$ cat src/rtl/hex_ascii_streamer.sv
// hex_ascii_streamer: formats a binary word as an ASCII hex character stream, one byte per handshake.
module hex_ascii_streamer #(
  parameter int DATA_WIDTH = 16,
  parameter int PREFIX_EN  = 1,
  parameter int TERM_MODE  = 2
) (
  input  logic                  clk,
  input  logic                  rst_n,
  input  logic                  in_valid,
  output logic                  in_ready,
  input  logic [DATA_WIDTH-1:0] in_data,
  input  logic                  lowercase,
  input  logic                  suppress_zeros,
  output logic                  out_valid,
  input  logic                  out_ready,
  output logic [7:0]            out_char,
  output logic                  out_last,
  output logic                  busy
);
  localparam int NDIG = (DATA_WIDTH + 3) / 4;
  localparam int IW = NDIG > 1 ? $clog2(NDIG) : 1;
  typedef enum logic [2:0] {IDLE, PFX0, PFX1, DIGITS, TERM_CR, TERM_LF} state_t;
  localparam state_t FIRST = PREFIX_EN != 0 ? PFX0 : DIGITS;
  localparam state_t AFTER = TERM_MODE == 2 ? TERM_CR : TERM_MODE == 1 ? TERM_LF : IDLE;
  state_t state, nstate;
  logic [NDIG*4-1:0] data, ndata, wd;
  logic [IW-1:0] idx, nidx, msn;
  logic lc, nlc, nvalid, nbusy, nready, nlast;
  logic [7:0] nchar;
  function automatic logic [7:0] char_of(state_t s, logic [IW-1:0] i, logic [NDIG*4-1:0] d, logic l);
    logic [3:0] n;
    n = d[i*4 +: 4];
    return s == PFX0 ? 8'h30 : s == PFX1 ? 8'h78 : s == TERM_CR ? 8'h0d : s == TERM_LF ? 8'h0a :
           s == DIGITS ? (n < 4'd10 ? 8'h30 + 8'(n) : (l ? 8'h57 : 8'h37) + 8'(n)) : 8'h00;
  endfunction
  always_comb begin
    nstate = state;
    nidx = idx;
    ndata = data;
    nlc = lc;
    nvalid = out_valid;
    nbusy = busy;
    nready = in_ready;
    wd = '0;
    wd[DATA_WIDTH-1:0] = in_data;
    msn = '0;
    for (int i = 0; i < NDIG; i++) msn = wd[i*4 +: 4] != 4'd0 ? IW'(i) : msn;
    if (state == IDLE) begin
      nready = 1'b1;
      if (in_valid && in_ready) begin
        nstate = FIRST;
        ndata = wd;
        nlc = lowercase;
        nidx = suppress_zeros ? msn : IW'(NDIG - 1);
        nvalid = 1'b1;
        nbusy = 1'b1;
        nready = 1'b0;
      end
    end else if (out_valid && out_ready) begin
      nstate = state == PFX0 ? PFX1 : state == PFX1 ? DIGITS : state == TERM_CR ? TERM_LF :
               state == DIGITS ? (idx == '0 ? AFTER : DIGITS) : IDLE;
      nidx = state == DIGITS && idx != '0 ? idx - 1'b1 : idx;
      nvalid = nstate != IDLE;
      nbusy = nstate != IDLE;
      nready = nstate == IDLE;
    end
    // Outputs are precomputed from the next state so they can be registered with no extra latency.
    nchar = char_of(nstate, nidx, ndata, nlc);
    nlast = nstate == TERM_LF || (nstate == DIGITS && nidx == '0 && TERM_MODE == 0);
  end
  always_ff @(posedge clk) begin
    if (!rst_n) begin
      state <= IDLE;
      data <= '0;
      idx <= '0;
      lc <= 1'b0;
      in_ready <= 1'b0;
      out_valid <= 1'b0;
      out_char <= 8'h00;
      out_last <= 1'b0;
      busy <= 1'b0;
    end else begin
      state <= nstate;
      data <= ndata;
      idx <= nidx;
      lc <= nlc;
      in_ready <= nready;
      out_valid <= nvalid;
      out_char <= nchar;
      out_last <= nlast;
      busy <= nbusy;
    end
  end
endmodule
$ cat config.mk
export PLATFORM = sky130hd
export DESIGN_NAME = hex_ascii_streamer
export DESIGN_NICKNAME = d
export VERILOG_FILES = /design/src/rtl/hex_ascii_streamer.sv
export SDC_FILE = /design/constraint.sdc
export NUM_CORES = 1
export LEC_CHECK = 0
export CAP_MARGIN = 15
export CELL_PAD_IN_SITES_DETAIL_PLACEMENT = 1
export CELL_PAD_IN_SITES_GLOBAL_PLACEMENT = 2
export CORE_AREA = 4 4 78 80
export CTS_BUF_LIST = sky130_fd_sc_hd__clkbuf_16
export CTS_CLUSTER_SIZE = 40
export DETAILED_ROUTE_END_ITERATION = 10
export DIE_AREA = 0 0 82 84
export HOLD_SLACK_MARGIN = 0.08
export PLACE_DENSITY = 0.81
export SYNTH_ARGS = -nofsm -noshare
export SYNTH_HDL_FRONTEND = slang
export SYNTH_SLANG_ARGS = --single-unit
$ cat constraint.sdc
create_clock -name clk -period 6 [get_ports clk]
set_input_delay 0.9 -clock clk [delete_from_list [all_inputs] [get_ports clk]]
set_output_delay 0.9 -clock clk [all_outputs]
set_load 0.005 [all_outputs]
==> flow_metrics.env <==
export IMPL_grt_pass1_wl_mm=7.36
export IMPL_synthCells=197
export IMPL_initial_core_util_pct=31.3
export IMPL_die_h_um=84
export IMPL_io_buffer_count=32
export IMPL_grt_pass1_vias=1539
export IMPL_powerDensity_mw_per_mm2=296
export IMPL_pwr_share_clk_pct=43.8
export IMPL_drc=0
export IMPL_relSlewSlack_pct=47.9
export IMPL_critPathLaunchType="input port"
export IMPL_fin_nets=246
export IMPL_syn_mean_instance_area_um2=8.59
export IMPL_clk_insertion_delay_late_ns=0.28
export IMPL_synthSimpleGateAreaFrac_pct=21.2
export IMPL_die_w_um=82
export IMPL_tritoncts="done"
export IMPL_cp_arrival_ns=3.77
export IMPL_final_seq_area_um2=641
export IMPL_final_max_slew_violation_count=0
export IMPL_synth_top_family_by_area="simple AND/OR/NAND/NOR gates"
export IMPL_ys_seq_area_share_pct=37.8
export IMPL_post_route_util_pct=40.5
export IMPL_fin_skew_ns=0.00736
export IMPL_areaGrowthSynthToFinish_pct=29.3
export IMPL_antenna_found_initial=0
export IMPL_drv_cap=0
export IMPL_ios=34
export IMPL_dp_hpwl_mm=3.35
export IMPL_firstDrtPassIters=4
export IMPL_synth_cell_types=40
export IMPL_antenna_cells=0
export IMPL_synth_edf_count=0
export IMPL_ys_flop_type="dfxtp_1"
export IMPL_synth_ff_latch_count=32
export IMPL_drive_gt1_share_pct=6.73
export IMPL_htreeDepth=2
export IMPL_clk_pin_slew_ns=0.05
export IMPL_multi_input_area_um2=951
export IMPL_gr_total_overflow=0
export IMPL_drt_total_wl_mm=4.55
export IMPL_place_ws_ns=2.04
export IMPL_core_area_mm2=0.00541
export IMPL_worstPathRequired_ns=6.14
export IMPL_worstPathMaxFanout=10
export IMPL_fin_crit_sh_pct=60.5
export IMPL_clock_sinks=32
export IMPL_cts_buffers=5
export IMPL_fill_cells=647
export IMPL_vias=1465
export IMPL_seqPwrFrac_pct=36.0
export IMPL_synth_compound_area_share_pct=13.8
export IMPL_swShare_pct=26.0
export IMPL_cts_repair_resized=0
export IMPL_routedWlPerCell_um=15.4
export IMPL_die_area_mm2=0.00689
export IMPL_hold_class="flip-flop to flip-flop"
export IMPL_synth_mux_area_fraction_pct=18.4
export IMPL_finalSetupTns_ns=0
export IMPL_async_flop_share_pct=0
export IMPL_drtAntennaViolNets=0
export IMPL_synth_warnings=0
export IMPL_cts_root_buf="clkbuf_16"
export IMPL_p_leak_nw=0.926
export IMPL_clockBufferDepth=2
export IMPL_mappedNetlistNets=221
export IMPL_combPwrFrac_pct=20.2
export IMPL_place_gp_congestion=0.753
export IMPL_rows=27
export IMPL_finalCriticalPeriod_ns=3.63
export IMPL_power_w=0.000648
export IMPL_synth_adder_area_share_pct=1.48
export IMPL_status="complete, no violations"
export IMPL_vdd_drop_max_v=0.000144
export IMPL_crit_type="input port to flip-flop"
export IMPL_hold_viol_final=0
export IMPL_cts_hold_buffers=0
export IMPL_grt_use_total_pct=14.1
export IMPL_place_inst=287
export IMPL_endpoint_kind="flip-flop"
export IMPL_cts_setup_buffers=0
export IMPL_grt_max_degree=24
export IMPL_grt_setup_unrepaired="no"
export IMPL_worst_pin_slew_ns=0.780
export IMPL_synth_xor_area_share_pct=1.03
export IMPL_worst_slack_ns=2.37
export IMPL_setup_viol=0
export IMPL_switchingPower_w=0.000168
export IMPL_finalNonFillerCells=295
export IMPL_syn_area_mm2=0.00169
export IMPL_mostFrequentLayoutCells="dfxtp_1 (32), clkdlybuf4s50_1 (32), mux2i_1 (27)"
export IMPL_fmax_mhz=275
export IMPL_intPower_w=0.000480
export IMPL_via_per_inst=4.97
export IMPL_drt_iter0_markers=98
## power by group through the flow
stage          sequential, W  combinational (W)  clock, W
2_1_floorplan       0.000235          0.0000925         0
3_3_place_gp        0.000237           0.000129         0
3_5_place_dp        0.000238           0.000131         0
4_1_cts             0.000233           0.000133  0.000293
5_1_grt             0.000235           0.000145  0.000303
6_report            0.000233           0.000131  0.000284
## state kept, by name (all words and copies together) (netlist names)
register  cells
out_char      7
busy          1
data         16
idx           2
lc            1
state         3
out_last      1
in_ready      1
## cells in the mapped netlist (all sizes together), types with 4 or more instances
cell type | count | area share (%)
nor2b | 4 | 1.5
mux2i | 27 | 16
inv | 6 | 1.3
nor3 | 4 | 1.5
buf | 7 | 3.1
nand2 | 18 | 4.0
clkbuf | 7 | 1.6
dfxtp | 32 | 38
nand3 | 4 | 1.2
nor2 | 26 | 5.9
a21oi | 10 | 3.0
o21ai | 11 | 3.5
and2 | 6 | 2.2
## routing by layer
metal,share of wire [%],track usage [%],wire length [um],vias up
met1,45,17.2,2030,685
li1,-,-,-,735
met5,0,0,0,-
met4,1.6,6.04,71,0
met2,49,22.7,2230,35
met3,4.7,4.00,213,10
## final cells by class
class                   count  area share, %
clock inverters             3           1.77
well taps                  72           4.12
repair buffers             32           14.6
clock buffers               5           5.72
multi-input cells         145           43.5
flip-flops and latches     32           29.3
inverters                   6           1.03
## worst max-delay path, stage by stage
cell and delay (ns):
clkdlybuf4s50_1 0.47, nor3_1 0.27, nand4_1 0.19, o211ai_2 0.61, mux2i_1 0.25, o21ai_0 0.11, mux2i_1 0.26, ha_1 0.25
nand2_1 0.06, a21o_1 0.18, a21oi_1 0.14, nor4_1 0.07
## path summary, 6_finish.rpt
check | start | end | slack, ns | cells after the start
hold / removal | data[4] | data[4] | 0.45 | 2
setup / recovery | in_data[12] | out_char[6] | 2.37 | 12
hold reg to reg | data[4] | data[4] | 0.45 | 2
setup reg to reg | state[0] | out_char[6] | 2.85 | 11
## cell families after synthesis
kind of cell,count (synthesis)
compound gates,36
xor+xnor,2
fa+ha+maj,2
buf+inv,20
flops,32
mux,30
other cells,1
simple gates,74
## per-stage QoR
step	hold slack, ns	cell area, um2
final	0.453	2190
after global routing	0.482	2190
after CTS	0.457	2190
after detailed placement	0.449	2020
after global placement	0.445	2020
after floorplan	0.436	1690
Power figures use the tool's default switching activity.
